### src/rtl/vcr_ovc_alloc_sched.sv
// Output-VC allocator for one router output port: round-robin requester pick, lowest free OVC, credit tracking.
// Build option VCR_OVC_ELIG_FULL_EN: an OVC with zero credits is not offered for allocation.
module vcr_ovc_alloc_sched #(
  parameter int num_vcs   = 4,
  parameter int num_ports = 5,
  parameter int buf_depth = 8
) (
  input  logic                           clk,
  input  logic                           reset,
  input  logic [num_ports*num_vcs-1:0]   req,
  output logic [num_ports*num_vcs-1:0]   gnt,
  output logic [num_vcs-1:0]             gnt_ovc,
  input  logic                           flit_valid,
  input  logic [num_vcs-1:0]             flit_ovc,
  input  logic                           flit_tail,
  input  logic [num_vcs-1:0]             cred_ret,
  output logic [num_vcs-1:0]             ovc_alloc,
  output logic [num_vcs-1:0]             ovc_full,
  output logic [num_vcs-1:0]             ovc_empty
);

  localparam int num_reqs = num_ports * num_vcs;
  localparam int pw = (num_reqs > 1) ? $clog2(num_reqs) : 1;
  localparam int cw = $clog2(buf_depth + 1);
  localparam logic [cw-1:0] cred_max = cw'(buf_depth);
  localparam logic [pw:0]   nr       = (pw+1)'(num_reqs);
  localparam logic [pw-1:0] last_idx = pw'(num_reqs - 1);

  logic [num_vcs-1:0] alloc_p1;
  logic [cw-1:0]      cred_p1 [num_vcs];
  logic [pw-1:0]      ptr_p1;

  logic               req_hit_p0;
  logic [pw-1:0]      req_idx_p0;
  logic [pw:0]        sum_p0;
  logic [num_vcs-1:0] elig_p0;
  logic [num_vcs-1:0] ovc_sel_p0;
  logic               vld_p0;
  logic [pw-1:0]      ptr_nxt_p0;
  logic [num_vcs-1:0] rel_p0;

  // A simultaneous return and departure cancel; otherwise move one step, clamped to [0, buf_depth].
  function automatic logic [cw-1:0] sat_cred(input logic [cw-1:0] c, input logic inc, input logic dec);
    if (inc && !dec) return (c == cred_max) ? c : c + 1'b1;
    if (dec && !inc) return (c == '0) ? c : c - 1'b1;
    return c;
  endfunction

  // Stage p0: combinational requester and OVC selection from registered state
  always_comb begin
    req_hit_p0 = 1'b0;
    req_idx_p0 = '0;
    sum_p0     = '0;
    for (int k = num_reqs - 1; k >= 0; k--) begin
      sum_p0 = {1'b0, ptr_p1} + (pw+1)'(k);
      if (sum_p0 >= nr) sum_p0 = sum_p0 - nr;
      if (req[sum_p0[pw-1:0]]) begin
        req_hit_p0 = 1'b1;
        req_idx_p0 = sum_p0[pw-1:0];
      end
    end
  end

  always_comb begin
    elig_p0    = '0;
    ovc_sel_p0 = '0;
    for (int v = 0; v < num_vcs; v++) begin
`ifdef VCR_OVC_ELIG_FULL_EN
      elig_p0[v] = !alloc_p1[v] && (cred_p1[v] != '0);
`else
      elig_p0[v] = !alloc_p1[v];
`endif
    end
    for (int v = num_vcs - 1; v >= 0; v--) begin
      if (elig_p0[v]) begin
        ovc_sel_p0    = '0;
        ovc_sel_p0[v] = 1'b1;
      end
    end
  end

  // Reset gates the grant so nothing is offered while state is being cleared.
  assign vld_p0     = req_hit_p0 && (|elig_p0) && reset;
  assign ptr_nxt_p0 = (req_idx_p0 == last_idx) ? '0 : req_idx_p0 + 1'b1;
  assign rel_p0     = (flit_valid && flit_tail) ? flit_ovc : '0;
  assign gnt_ovc    = vld_p0 ? ovc_sel_p0 : '0;

  always_comb begin
    gnt = '0;
    for (int i = 0; i < num_reqs; i++) gnt[i] = vld_p0 && (req_idx_p0 == pw'(i));
  end

  // Stage p1: allocation, pointer and credit state
  always_ff @(posedge clk or negedge reset) begin
    if (!reset) begin
      alloc_p1 <= '0;
      ptr_p1   <= '0;
      for (int v = 0; v < num_vcs; v++) cred_p1[v] <= cred_max;
    end else begin
      alloc_p1 <= (alloc_p1 & ~rel_p0) | gnt_ovc;
      if (vld_p0) ptr_p1 <= ptr_nxt_p0;
      for (int v = 0; v < num_vcs; v++)
        cred_p1[v] <= sat_cred(cred_p1[v], cred_ret[v], flit_valid & flit_ovc[v]);
    end
  end

  assign ovc_alloc = alloc_p1;

  always_comb begin
    ovc_full  = '0;
    ovc_empty = '0;
    for (int v = 0; v < num_vcs; v++) begin
      ovc_full[v]  = (cred_p1[v] == '0);
      ovc_empty[v] = (cred_p1[v] == cred_max);
    end
  end

endmodule
### config.mk
export PLATFORM = sky130hd
export DESIGN_NAME = vcr_ovc_alloc_sched
export DESIGN_NICKNAME = d
export VERILOG_FILES = /design/src/rtl/vcr_ovc_alloc_sched.sv
export SDC_FILE = /design/constraint.sdc
export NUM_CORES = 1
export LEC_CHECK = 0
export ABC_AREA = 1
export BUFFER_PORTS_ARGS = -buffer_cell sky130_fd_sc_hd__buf_2
export CAP_MARGIN = 20
export CORE_MARGIN = 5
export CORE_UTILIZATION = 50
export CTS_CLUSTER_DIAMETER = 30
export DETAILED_ROUTE_END_ITERATION = 10
export PLACE_DENSITY = 0.81
export SYNTH_ARGS = -nofsm -noshare
export SYNTH_HDL_FRONTEND = slang
export SYNTH_SLANG_ARGS = --single-unit
### constraint.sdc
create_clock -name clk -period 18.2 [get_ports clk]
set_input_delay 3.64 -clock clk [delete_from_list [all_inputs] [get_ports clk]]
set_output_delay 3.64 -clock clk [all_outputs]
set_load 0.005 [all_outputs]
## Word-level counts from Yosys, hierarchy flattened

Index checks and enable logic that the tools add are counted.

- Bits in latches: 0
- Output and inout bits: 36
- Memories kept: 0
- Word-level logic and storage cells: 328
- Bits in registers: 25
- RAM bits: 0
- Bits in read-only memories: 0
- Input port bits: 32

- Bitwise operators: 7
- $lt $le $gt $ge: 40
- Equality and inequality tests: 27
- Shifts and indexed selects: 0
- Add/sub/neg operators: 48
- Mux-type cells: 143
- Reductions and logical operators: 57
- $mul: 0
- Divide/modulo/power cells: 0

Operators by type and width:

| operator | count |
|---|---|
| $mux 5 | 41 |
| $lt 5x6->1 const B | 20 |
| $mux 4 | 30 |
| $ge 6x5->1 const B | 19 |
| $bmux 1 s5 | 20 |
| $sub 5x5->5 const B | 20 |
| $mux 1 | 52 |
| $add 5x4->6 const B | 8 |
| $eq 5x4->1 const B | 8 |
| $logic_and 1x1->1 | 31 |
| $add 5x3->6 const B | 4 |
| $add 5x5->6 const B | 4 |
| $eq 5x3->1 const B | 4 |
| $eq 5x5->1 const B | 4 |
| $add 4x1->4 const B | 4 |
| $eq 4x4->1 const B | 4 |
| $logic_not 4->1 | 4 |
| $sub 4x1->4 const B | 4 |
| $add 5x2->6 const B | 2 |
| $logic_not 1->1 | 12 |
| $ne 3x3->1 const B | 4 |
| $eq 5x2->1 const B | 2 |
| $reduce_and 2->1 | 4 |
| $reduce_bool 2->1 | 4 |
| 10 further kinds | 13 |

## Depth between registers and ports, before layout

- Depth in word-level cells: 29
- Depth in mapped cells: 51
- Mapped depth without buffers: 49

## Least setup slack after synthesis

OpenSTA, ideal clock, no wires.

- Path kind: input-to-output
- Start point: input port req[11]
- End point: output port gnt[15]
- Required time: 14.560 ns
- Stages: 37
- Buffers on the path: 0
- Data arrival time: 6.239 ns
- Setup slack: 8.321 ns
- Cell sequence: or2_2 o21ai_1 nand2_1 o21ai_1 nand2_1 nand3_1 nand2_1 nand2_2 nand2_4 a21oi_1 nand2_1 nand2_1 nand2_1 nand2_1 nand2_1 nand2_1 nand2_1 nand2_1 nand2_1 nand2_1 nand2_1 nand2_1 nand2_1 nand2_1 nand2_1 nand2_1 nand2_1 nand2_1 nand2_1 nand2_1 nand2_1 a21boi_2 nand3_1 inv_1 ha_1 inv_1 nor2_1

- Word-level cells in the longest chain between the ends: 25
- Elaborated cells between the ends (all ways): 84
- Classes of those cells: eq/ne: 1; mux: 80; reduce/logical: 3

RTL lines:

| item | RTL line | text |
|---|---|---|
| start, declared | 10 | `input logic [num_ports*num_vcs-1:0] req,` |
| parallel branches: the longest is 24 deep, another holds $bmux 1 s5 | - |  |
| $logic_and 1x1->1 * | 90 | `for (int i = 0; i < num_reqs; i++) gnt[i] = vld_p0 && (req_idx_p0 == pw'(i));` |
| end, declared | 11 | `output logic [num_ports*num_vcs-1:0] gnt,` |

Mark *: on every way between the ends. The select of a mux whose other input is x is not followed.

## Worst setup path in the final report

- Start point: input port req[11]
- End point: output port gnt[9]

Same word-level chain as after synthesis.

==> results.ini <==
[floorplanning]
die_x_microns=126
die_h_microns=126
die_area_sq_mm=0.0158
io_pins=68
start_util_pct=50.9
core_sq_mm=0.0132
row_count=42

[critical_path]
ff2ff_path_depth=42
worst_ep_arrival_time_ns=7.07
critPathSlowestCell=o21ai_1
path_cells=buf_2 -> or2_2 -> o21ai_1 -> nand2_1 -> o21ai_1 -> a21oi_1 -> a31o_1 -> nand2_1 -> inv_2 -> a31oi_2 -> inv_1 -> nor4_1 -> nand4_1 -> o21ai_2 -> nor2_2 -> inv_4 -> nor2_8 -> nand2_2 -> nor2_1 -> buf_2
startpoint_type=primary input
max_stage_delay_ns=0.39
critPathKind=primary input to output port
crit_fanout=9
cp.required_ns=14.56
setup.worst_path.end_class=output port

[route]
wl_microns=22200
first_pass_iters=6
drtIter0Drc=1010
via_per_inst=5.61
wl_per_cell_microns=15.3
via_count=8155
drtAntennaViolNets=0
drc=0

[clocking]
cts-buffers-inserted=3
cts.path.max_buffers=2
cts.sinks=25
path_clk_slew_ns=0.07
cts-hold-fix-buffers=0
postCtsResizedCells=0
cts_max_level=1
tritoncts=yes
root_buffer=clkbuf_16
worstSkewPairLatency_ns=0.26
cts_post_setup_buffers_inserted=0

[grt]
overflow=0
antenna_found_initial=0
grt_pass1_vias=7362
grt_max_degree=45
grt_usage_pct=26.9
grt_pass1_wl_microns=35900

[logic_synthesis]
synth_top_family_by_area=simple AND/OR/NAND/NOR gates
yosys_warnings=0
synthArstFlopShare_pct=100
yosys.area_share.simple_pct=41.0
avgSynthCellArea_sq_um=5.49
ys_ff_latch=25
ys.flop_type=dfrtp_1
ys_seq_area_share_pct=9.40
synth_compound_area_share_pct=19.8
syn-num-nets=1310
synth_fa_ha_area_share_pct=10.6
muxShareOfSynthArea_pct=0.336
netlist_area_sq_mm=0.00671
synth_cell_types=58
synth_edf_count=0
synthXorXnorAreaFrac_pct=6.42
synthCells=1222

[job]
drv_cap=0

[sta]
maxSlewHeadroom_pct=51.6
fmax_mhz=93.3
post-route-min-period_ns=10.71
finalSetupTns_ns=0
hold_slack_ns=0.517
rsz0062_at_grt=false
slew_viol_final=0
finalClockSkew_ns=0.00964
hold_viol=0
period_share_pct=58.9
finalSetupViolCount=0
setup_slack_ns=7.49
worst_pin_slew_ns=0.727

[finish]
final_common_cell=nand2_1
final_cell_mix=nand2_1 (426), inv_1 (156), nor2_1 (86)
final_cells=1453
nNetsFinal=1366
n_antenna_cell=0
drive_gt1_share_pct=12.0
area_growth_syn_to_layout_pct=8.13

[placement]
io_buffers=67
dp_slack_ns=7.56
hpwl_microns=17500
place.gp.congestion=1.03
dp_cells=1449

[hold_path]
hold_depth=2
worst_hold_path_type=flip-flop to flip-flop

[run_status]
outcome=completed

-- area by class of cell --
class | instances | area, sq um
multi-input cells | 990 | 5240
inverters | 187 | 712
well taps | 176 | 220
repair buffers | 71 | 365
fillers | 1354 | 5940
clock inverters | 1 | 7.51
clock buffers | 3 | 75.1
flip-flops and latches | 25 | 631
-- layer usage --
metal | GRT usage (%) | vias to the layer above | wire length (microns)
li1 | - | 4019 | -
met1 | 36.6 | 3678 | 9330
met2 | 44.7 | 404 | 9990
met3 | 3.47 | 54 | 2210
met4 | 8.45 | 0 | 702
met5 | 0 | - | 0
-- Yosys cell counts (2+ instances only) --
master	instances	area (sq um)
nand2_1	426	1600
or2_2	3	18.8
o221ai_1	4	35.0
xor2_1	32	280
nor4_1	5	31.3
a21oi_1	69	345
a21oi_2	2	17.5
nand2_2	10	62.6
ha_1	55	688
nor2_2	4	25.0
xnor2_1	6	52.6
nor3_1	14	70.1
o21ai_2	4	35.0
inv_4	4	25.0
buf_2	8	40.0
a31oi_1	5	31.3
inv_2	24	90.1
o22ai_1	2	12.5
nand3_2	2	20.0
o21a_1	5	37.5
clkbuf_1	5	18.8
dfrtp_1	21	526
nand3_1	83	415
buf_4	4	30.0
nand4_1	7	43.8
nand3b_1	3	22.5
o21ai_0	71	355
dfstp_2	4	105
nand3b_2	2	22.5
o211ai_1	12	90.1
nand2_4	2	22.5
mux2_2	2	22.5
inv_1	156	586
o21ai_1	45	225
buf_6	3	33.8
clkinv_1	3	11.3
xor2_2	5	81.3
nor2_1	86	323
a21o_1	2	15.0
o31ai_1	3	22.5
nor2_4	2	22.5
-- final timing paths --
path | slack, ns | endpoint | start
max | 7.49 | gnt[9] | req[11]
max reg2reg | 12.21 | ptr_p1[4]$_DFFE_PN0P_ | ptr_p1[1]$_DFFE_PN0P_
min | 0.52 | cred_p1[3]$_DFFE_PN1P_ | cred_p1[3]$_DFFE_PN1P_
min in group asynchronous | 3.38 | cred_p1[13]$_DFFE_PN0P_ | reset
max in group asynchronous | 14.41 | cred_p1[2]$_DFFE_PN0P_ | reset
min reg2reg | 0.52 | cred_p1[3]$_DFFE_PN1P_ | cred_p1[3]$_DFFE_PN1P_
-- worst max-delay path: cells and delay by family --
kind,cells,cell delay [ns]
AOI/OAI and AO/OA,6,1.49
buffers and inverters,5,0.62
and+or+nand+nor,9,1.30
-- registers in the layout, summed over array words and instances (netlist names) --
register	count
ptr_p1	5
ovc_alloc	4
cred_p1	16
-- per-stage QoR --
step           utilization, %  cell area (sq um)
5_1_grt                  55.0               7250
4_1_cts                  55.0               7250
3_5_place_dp             54.4               7170
6_report                 55.0               7250
2_1_floorplan               -               6710
3_3_place_gp             54.4               7170
-- logic make-up (layout without fill, tap and decap cells) --
family	Yosys count	count (layout)
AND/OR/NAND/NOR	655	655
XOR/XNOR	44	44
AO/OA/AOI/OAI	233	233
flip-flops	25	25
buffers and inverters	207	262
adder cells (fa/ha/maj)	56	56
multiplexers	2	2
Power is left out: the tool's default activity adds up to more than one toggle a clock period on the data nets, which glitch-free logic cannot reach.
